`src/rtl/morse_tx_scheduler.sv`:
```
// morse_tx_scheduler
//
// Message-level sequencer for Mode 0 (Alphabet->Morse). Confirmed keypad
// characters are buffered in a FIFO and handed one at a time to the
// morse_encoder/buzzer_driver pair. The scheduler inserts the standard
// Morse silences: CHAR_GAP dot units after every sounded letter, and a
// space character stretches that silence to WORD_GAP units in total.
//
// Ports:
//   clk        in   system clock (1 MHz)
//   rst        in   synchronous, active-high reset
//   unit_tick  in   one-clk strobe per Morse dot unit
//   enable     in   mode gate; 0 stops new characters from being started
//   abort      in   one-clk pulse; flush FIFO, clear overflow, back to IDLE
//   char_in    in   ASCII code from keypad_decoder
//   char_push  in   one-clk pulse; write char_in into the FIFO
//   buz_busy   in   buzzer_driver busy flag
//   char_out   out  ASCII to morse_encoder, held from START until next pop
//   buz_start  out  one-clk start pulse to buzzer_driver
//   sched_busy out  scheduler is not IDLE
//   fifo_count out  number of stored entries
//   fifo_full  out  FIFO holds DEPTH entries
//   fifo_empty out  FIFO holds no entries
//   overflow   out  sticky; a push was dropped because the FIFO was full
//   ack_err    out  (ACK_TIMEOUT_EN only) sticky; buzzer never went busy
//
// Optional feature macro: ACK_TIMEOUT_EN
//   When defined, a character whose start pulse is not acknowledged by
//   buz_busy within four cycles is skipped and ack_err is raised.
//   When undefined, WAIT_ACK waits forever and ack_err does not exist.

module morse_tx_scheduler #(
    parameter int DEPTH    = 16,
    parameter int CHAR_GAP = 3,
    parameter int WORD_GAP = 7
) (
    input  logic                     clk,
    input  logic                     rst,
    input  logic                     unit_tick,
    input  logic                     enable,
    input  logic                     abort,
    input  logic [7:0]               char_in,
    input  logic                     char_push,
    input  logic                     buz_busy,
    output logic [7:0]               char_out,
    output logic                     buz_start,
    output logic                     sched_busy,
    output logic [$clog2(DEPTH):0]   fifo_count,
    output logic                     fifo_full,
    output logic                     fifo_empty,
`ifdef ACK_TIMEOUT_EN
    output logic                     ack_err,
`endif
    output logic                     overflow
);

    localparam int PTR_W = $clog2(DEPTH);
    localparam int CNT_W = PTR_W + 1;
    localparam int GAP_W = $clog2(WORD_GAP + 1);

    localparam logic [CNT_W-1:0] FULL_CNT = CNT_W'(DEPTH);
    localparam logic [GAP_W-1:0] CHAR_TGT = GAP_W'(CHAR_GAP);
    // A space follows a letter whose CHAR_GAP has already elapsed, so it
    // only needs to add the remainder of the word gap.
    localparam logic [GAP_W-1:0] WORD_TGT = GAP_W'(WORD_GAP - CHAR_GAP);

    typedef enum logic [2:0] {
        S_IDLE,
        S_START,
        S_WAIT_ACK,
        S_WAIT_DONE,
        S_GAP
    } state_t;

    state_t             state_q,   state_d;
    logic [PTR_W-1:0]   rd_ptr_q,  rd_ptr_d;
    logic [PTR_W-1:0]   wr_ptr_q,  wr_ptr_d;
    logic [CNT_W-1:0]   count_q,   count_d;
    logic               overflow_q, overflow_d;
    logic [7:0]         char_out_q, char_out_d;
    logic               buz_start_q, buz_start_d;
    logic [GAP_W-1:0]   gap_cnt_q, gap_cnt_d;
    logic [GAP_W-1:0]   gap_tgt_q, gap_tgt_d;
`ifdef ACK_TIMEOUT_EN
    logic [2:0]         ack_cnt_q, ack_cnt_d;
    logic               ack_err_q, ack_err_d;
    // START plus three WAIT_ACK cycles gives four cycles without busy.
    localparam logic [2:0] ACK_LIMIT = 3'd2;
`endif

    logic [7:0]         mem_q [DEPTH];
    logic [7:0]         head;
    logic               is_full;
    logic               is_empty;
    logic               push_ok;
    logic               pop;

    assign head     = mem_q[rd_ptr_q];
    assign is_full  = (count_q == FULL_CNT);
    assign is_empty = (count_q == '0);

    // Next-state logic for the sequencer FSM and the FIFO bookkeeping.
    // The FSM decides whether the head is popped this cycle; a push into a
    // full FIFO is still accepted when that pop frees a slot. abort is
    // applied last so it overrides everything except char_out.
    always_comb begin
        state_d     = state_q;
        rd_ptr_d    = rd_ptr_q;
        wr_ptr_d    = wr_ptr_q;
        count_d     = count_q;
        overflow_d  = overflow_q;
        char_out_d  = char_out_q;
        buz_start_d = 1'b0;
        gap_cnt_d   = gap_cnt_q;
        gap_tgt_d   = gap_tgt_q;
`ifdef ACK_TIMEOUT_EN
        ack_cnt_d   = ack_cnt_q;
        ack_err_d   = ack_err_q;
`endif
        pop         = 1'b0;
        push_ok     = 1'b0;

        case (state_q)
            S_IDLE: begin
                if (enable && !is_empty) begin
                    pop        = 1'b1;
                    char_out_d = head;
                    if ((head >= 8'h41) && (head <= 8'h5A)) begin
                        state_d     = S_START;
                        buz_start_d = 1'b1;
                    end else if (head == 8'h20) begin
                        state_d   = S_GAP;
                        gap_tgt_d = WORD_TGT;
                        gap_cnt_d = '0;
                    end
                end
            end
            S_START: begin
                state_d = S_WAIT_ACK;
`ifdef ACK_TIMEOUT_EN
                ack_cnt_d = 3'd0;
`endif
            end
            S_WAIT_ACK: begin
                if (buz_busy) begin
                    state_d = S_WAIT_DONE;
                end
`ifdef ACK_TIMEOUT_EN
                else if (ack_cnt_q == ACK_LIMIT) begin
                    state_d   = S_GAP;
                    gap_tgt_d = CHAR_TGT;
                    gap_cnt_d = '0;
                    ack_err_d = 1'b1;
                end else begin
                    ack_cnt_d = ack_cnt_q + 3'd1;
                end
`endif
            end
            S_WAIT_DONE: begin
                if (!buz_busy) begin
                    state_d   = S_GAP;
                    gap_tgt_d = CHAR_TGT;
                    gap_cnt_d = '0;
                end
            end
            S_GAP: begin
                if (gap_cnt_q == gap_tgt_q) begin
                    state_d   = S_IDLE;
                    gap_cnt_d = '0;
                end else if (unit_tick) begin
                    gap_cnt_d = gap_cnt_q + 1'b1;
                end
            end
            default: begin
                state_d = S_IDLE;
            end
        endcase

        push_ok = char_push && (!is_full || pop);
        if (char_push && !push_ok) begin
            overflow_d = 1'b1;
        end
        if (push_ok) begin
            wr_ptr_d = wr_ptr_q + 1'b1;
        end
        if (pop) begin
            rd_ptr_d = rd_ptr_q + 1'b1;
        end
        case ({push_ok, pop})
            2'b10:   count_d = count_q + 1'b1;
            2'b01:   count_d = count_q - 1'b1;
            default: count_d = count_q;
        endcase

        if (abort) begin
            push_ok     = 1'b0;
            pop         = 1'b0;
            state_d     = S_IDLE;
            rd_ptr_d    = '0;
            wr_ptr_d    = '0;
            count_d     = '0;
            overflow_d  = 1'b0;
            char_out_d  = char_out_q;
            buz_start_d = 1'b0;
            gap_cnt_d   = '0;
`ifdef ACK_TIMEOUT_EN
            ack_cnt_d   = 3'd0;
            ack_err_d   = 1'b0;
`endif
        end
    end

    // State and registered outputs. Reset wins over everything on the same
    // edge, so a pending start pulse is cut.
    always_ff @(posedge clk) begin
        if (rst) begin
            state_q     <= S_IDLE;
            rd_ptr_q    <= '0;
            wr_ptr_q    <= '0;
            count_q     <= '0;
            overflow_q  <= 1'b0;
            char_out_q  <= 8'h00;
            buz_start_q <= 1'b0;
            gap_cnt_q   <= '0;
            gap_tgt_q   <= '0;
`ifdef ACK_TIMEOUT_EN
            ack_cnt_q   <= 3'd0;
            ack_err_q   <= 1'b0;
`endif
        end else begin
            state_q     <= state_d;
            rd_ptr_q    <= rd_ptr_d;
            wr_ptr_q    <= wr_ptr_d;
            count_q     <= count_d;
            overflow_q  <= overflow_d;
            char_out_q  <= char_out_d;
            buz_start_q <= buz_start_d;
            gap_cnt_q   <= gap_cnt_d;
            gap_tgt_q   <= gap_tgt_d;
`ifdef ACK_TIMEOUT_EN
            ack_cnt_q   <= ack_cnt_d;
            ack_err_q   <= ack_err_d;
`endif
        end
    end

    // FIFO storage has no reset; the pointers alone define what is valid.
    always_ff @(posedge clk) begin
        if (!rst && push_ok) begin
            mem_q[wr_ptr_q] <= char_in;
        end
    end

    assign char_out   = char_out_q;
    assign buz_start  = buz_start_q;
    assign sched_busy = (state_q != S_IDLE);
    assign fifo_count = count_q;
    assign fifo_full  = is_full;
    assign fifo_empty = is_empty;
    assign overflow   = overflow_q;
`ifdef ACK_TIMEOUT_EN
    assign ack_err    = ack_err_q;
`endif

endmodule

```
`config.mk`:
```
export PLATFORM = sky130hd
export DESIGN_NAME = morse_tx_scheduler
export DESIGN_NICKNAME = d
export VERILOG_FILES = /design/src/rtl/morse_tx_scheduler.sv
export SDC_FILE = /design/constraint.sdc
export NUM_CORES = 1
export LEC_CHECK = 0
export BUFFER_PORTS_ARGS = -buffer_cell sky130_fd_sc_hd__buf_2
export CORE_UTILIZATION = 40
export CTS_BUF_LIST = sky130_fd_sc_hd__clkbuf_16
export CTS_CLUSTER_SIZE = 28
export DETAILED_ROUTE_END_ITERATION = 16
export HOLD_SLACK_MARGIN = 0.08
export PLACE_DENSITY = 0.58
export SLEW_MARGIN = 20
export SYNTH_ARGS = -nofsm -noshare
export SYNTH_HDL_FRONTEND = slang
export SYNTH_SLANG_ARGS = --single-unit
```
`constraint.sdc`:
```
create_clock -name clk -period 2.9 [get_ports clk]
set_clock_uncertainty 0.2 [all_clocks]
set_input_delay 0.29 -clock clk [delete_from_list [all_inputs] [get_ports clk]]
set_output_delay 0.29 -clock clk [all_outputs]
set_load 0.02 [all_outputs]
```
[Yosys cells after proc, flatten, opt, wreduce, memory -nomap -nowiden]
Memories as Yosys holds them, arrays and structs flattened. A register that Yosys moved wholly into a read port is not among the register bits.
Cells that the tools add are included.
Operators by class
  add/sub/neg operators: 5
  magnitude comparators: 2
  equality and inequality tests: 17
  muxes and demuxes: 27
  bitwise operators: 3
  reductions and logical operators: 22
Operators with widths (count)
  $mux W3: 15
  $pmux W3 S5: 1
  $ne A2 B2 Y1 const B: 6
  $pmux W5 S2: 1
  $reduce_and A5 Y1: 2
  $pmux W3 S3: 1
  $add A4 B1 Y4 const B: 2
  $eq A8 B6 Y1 const B: 1
  $ge A8 B7 Y1 const B: 1
  $le A8 B7 Y1 const B: 1
  $mux W4: 2
  $eq A3 B2 Y1 const B: 2
  $mux W1: 6
  $ne A3 B3 Y1 const B: 2
  $pmux W3 S2: 1
  $reduce_and A6 Y1: 1
  $reduce_bool A3 Y1: 2
  $add A5 B1 Y5 const B: 1
  $eq A5 B5 Y1 const B: 1
  $logic_and A1 B1 Y1: 5
  $logic_not A5 Y1: 1
  $sub A5 B1 Y5 const B: 1
  $logic_not A1 Y1: 4
  $reduce_bool A2 Y1: 2
  other kinds (12): 14
Storage, ports and cells
  bits in registers: 32
  RAM bits: 128
  input port bits: 15
  output and inout port bits: 18
  word-level logic and storage cells: 86
  memories: 1
Memory list
  mem_q: words 16, bits a word 8, rd ports 1, clocked after memory_dff 1, wr ports 1, line 91  | logic [7:0] mem_q [DEPTH];

[Depth between registers and ports, before layout]
  depth in word-level cells: 11
  gate-level depth with buffers: 10
  mapped depth without buffers: 10

[Worst setup path after synthesis]
OpenSTA, ideal clock, no wires.
  kind: register to register
  from: register count_q[0] (netlist: fifo_count[0])
  to: memory mem_q[0][0], enable pin
  setup time: 383 ps
  arrival time: 2439 ps
  required time: 2317 ps
  setup slack: -122 ps
  cell stages (with the launch flop): 8
  path buffers: 0
  period minus slack after synthesis: 3022 ps
  cells stage by stage: dfxtp_1 -> or4_1 -> o21ai_0 -> or2_2 -> a21boi_1 -> and2_1 -> nand2_1 -> nor3_1
On the way
  cells in the longest elaborated chain, start to end: 11
  elaborated cells on any way between the ends: 13
  those cells by class: eq/ne (1); mux (5); reduce/logical (7)
RTL lines
  start: declaration: line 78  | logic [CNT_W-1:0] count_q, count_d;
  start signal: assignment: line 234  | count_q <= count_d;
  $logic_not A5 Y1: line 100  | assign is_empty = (count_q == '0);
  $logic_not A1 Y1: line 125  | if (enable && !is_empty) begin
  $logic_and A1 B1 Y1: line 125
  $mux W1: line 125
  $mux W1: line 123  | case (state_q)
  $logic_or A1 B1 Y1 (*): line 179  | push_ok = char_push && (!is_full || pop);
  $logic_and A1 B1 Y1 (*): line 179
  $mux W1 (*): line 195  | if (abort) begin
  $logic_and A1 B1 Y1 (*): line 249  | if (!rst && push_ok) begin
  $mux W1 (*): line 249
  $mux W1 (implied by the code) (*): line 250  | mem_q[wr_ptr_q] <= char_in;
  end: declaration: line 91
Mark *: on every way between the ends. The rest lies on a longest branch, timed or not.

==> impl_metrics.csv <==
group,metric,value,unit
outcome,outcome,"finished clean",
clock_tree,clockBufferDepth,2,
synthesis,synth.net_count,447,
clock_tree,clk_pin_slew_worst_paths,0.07,ns
synthesis,yosys_warnings,0,
sta,slew_viol_final,0,
placement,hpwl,9510,um
global_route,grt_use_total,18.4,%
sta,fmax,354,MHz
synthesis,ys_seq_area_share,69.4,%
clock_tree,clk_latency,0.42,ns
final_layout,finalInstanceArea,8120,um2
route,num_vias,3902,
final_layout,drive_gt1_share,29.3,%
placement,dpl_cell_area,7290,um2
final_layout,fin_nets,545,
route,drc_errors,0,
power,finalPower,4980,uW
sta,setup_violations,0,
job,maxCapViolations,0,
global_route,antenna_found_initial,0,
synthesis,synthTopCellsByArea,"edfxtp_1 59%, dfxtp_1 11%, mux4_2 9.3%",
floorplan,rows,46,
route,vias_per_cell,5.21,
clock_tree,cts_buffers,17,
sta,relSlewSlack,61.8,%
floorplan,start_util,41.1,%
synthesis,yosys.area.top_type_share,58.7,%
synthesis,synth_async_sr_flop_share,0,%
route,wl,14100,um
sta,period_share,97.5,%
route,first_pass_iters,4,
synthesis,synthFlopType,"edfxtp_1",
global_route,grt_pass1_wl,22200,um
worst_setup_path,cp-end-kind,"flip-flop",
floorplan,io_pins,33,
global_route,grt-ovfl-total,0,
hold_path,min_from,"unit_tick",
power,p_leak,0.00285,uW
synthesis,ys_types,49,
synthesis,synth_common_cells,"128 x edfxtp_1, 49 x nor2_1, 35 x dfxtp_1",
worst_setup_path,arrival,2.95,ns
hold_path,hold_path_class,"in2reg",
worst_setup_path,start_kind,"flip-flop",
sta,fin_crit,2.83,ns
clock_tree,htreeDepth,4,
placement,gp_congestion,0.843,
floorplan,core_area,15900,um2
final_layout,utilization,50.9,%
synthesis,synth_edf_count,128,
placement,io_buffers,32,
synthesis,syn-mean-instance-area,15.5,um2
synthesis,synth_most_common_cell,"edfxtp_1",
route,final_antenna_net_count,0,
power,ir_drop,0.000405,V
global_route,grt_pass1_vias,3973,
sta,tightest_slew,0.568,ns
power,power_density,614,nW/um2
worst_setup_path,crit_type,"reg2reg",
sta,hold_violations,0,
clock_tree,clock_sinks,163,
floorplan,die_x,130,um
final_layout,synthToLayoutAreaGrowth,23.9,%
sta,rsz0062_at_grt,"yes",
route,drtIter0Drc,284,
global_route,grt_max_degree,25,
synthesis,yosysTopAreaCell,"edfxtp_1",
route,wire_per_inst,18.9,um
synthesis,synth-seq-cells,163,
worst_setup_path,crit_fanout,9,
synthesis,syn_area,6550,um2
floorplan,die_height,130,um
floorplan,die_area,16900,um2
clock_tree,cts_tree,"done",
final_layout,antenna_cells,0,
worst_setup_path,required,3.02,ns
synthesis,syn_inst,422,
clock_tree,cts-root-buf,"clkbuf_16",
layout by cell type (no fill, tap or decap), types with 7 or more instances in the layout:
cell type and n:
xnor2_1 7, edfxtp_1 128, a21oi_1 12, inv_1 11
mux4_2 27, clkbuf_16 18, dlygate4sd3_1 12, nor2_1 49
buf_2 32, mux2i_1 14, nand2_1 30, dfxtp_1 34
ha_1 9, nor3_1 7, buf_4 43, a22oi_1 9
area by class of cell:
class | count | area [um2]
Fill cell | 1348 | 7830
Sequential cell | 163 | 4550
Multi-Input combinational cell | 235 | 1950
Timing Repair Buffer | 93 | 728
Clock buffer | 17 | 425
Tap cell | 216 | 270
Clock inverter | 15 | 159
Inverter | 10 | 37.5
path summary, 6_finish.rpt:
| kind | to | depth (start not counted) | slack, ns |
|---|---|---|---|
| worst max-delay path | gap_cnt_q[2] | 8 | 0.07 |
| worst min-delay path | gap_cnt_q[1] | 4 | 0.19 |
| worst max register to register | gap_cnt_q[2] | 8 | 0.07 |
| worst min register to register | char_out[6] | 2 | 0.26 |
report_power, final:
part / total, uW / switching [uW] / internal [uW] / leakage [uW]
Sequential: 2540 / 9.44 / 2530 / 0.00144
Combinational: 240 / 131 / 109 / 0.00114
Clock: 2200 / 928 / 1280 / 0.000276
worst max-delay path, stage by stage, from the launching register on:
cell     delay, ns
dfxtp_4       0.40
buf_12        0.16
mux4_2        0.50
a22oi_1       0.20
nand2_1       0.12
or4b_4        0.50
a221o_1       0.35
a21o_1        0.15
a21o_1        0.14
state kept, by name, indices dropped and copies added, names as in the netlist, named ones only:
register / cells
mem_q: 128
wr_ptr_q: 4
buz_start: 1
char_out: 8
overflow: 1
state_q: 3
fifo_count: 5
gap_cnt_q: 3
rd_ptr_q: 4
gap_tgt_q: 2
cell families after synthesis:
family,after synthesis,share of synthesized area (%)
DFF,163,69.4
buffers and inverters,24,1.64
xor gates and xnor gates,11,1.47
adders and majority gates,10,2.02
muxes,42,11.6
and+or+nand+nor,117,8.19
AOI/OAI and AO/OA,55,5.71
stage by stage:
| step | setup TNS, ns | std cells | setup WS [ns] | hold WS (ns) |
|---|---|---|---|---|
| finish | 0 | 749 | 0.0713 | 0.187 |
| global route | -0.0678 | 749 | -0.0240 | 0.187 |
| CTS | 0 | 741 | 0.0112 | 0.169 |
| detailed placement | -0.00346 | 697 | -0.00346 | 0.254 |
| global placement | 0 | 697 | 0.0670 | 0.246 |
| floorplan | 0 | 422 | 0.0306 | 0.189 |
timing repair:
| item | in CTS | in global routing |
|---|---|---|
| hold buffers | 12 | 0 |
| gates cloned | 0 | 1 |
| pin swaps | 0 | 1 |
| setup buffers | 0 | 7 |
| endpoints found under the hold margin | 143 | 0 |
| resized for setup | 1 | 9 |
| endpoints found under the setup margin | 3 | 8 |
layer usage:
metal | global-route usage [%] | up-vias | share of wire (%)
met5 | 0 | - | 0
met4 | 8.34 | 0 | 2.6
met3 | 4.63 | 26 | 5.8
met2 | 29.3 | 112 | 48
met1 | 23.9 | 1949 | 44
li1 | - | 1815 | -
Note: power is estimated with default switching activity, not from simulation.
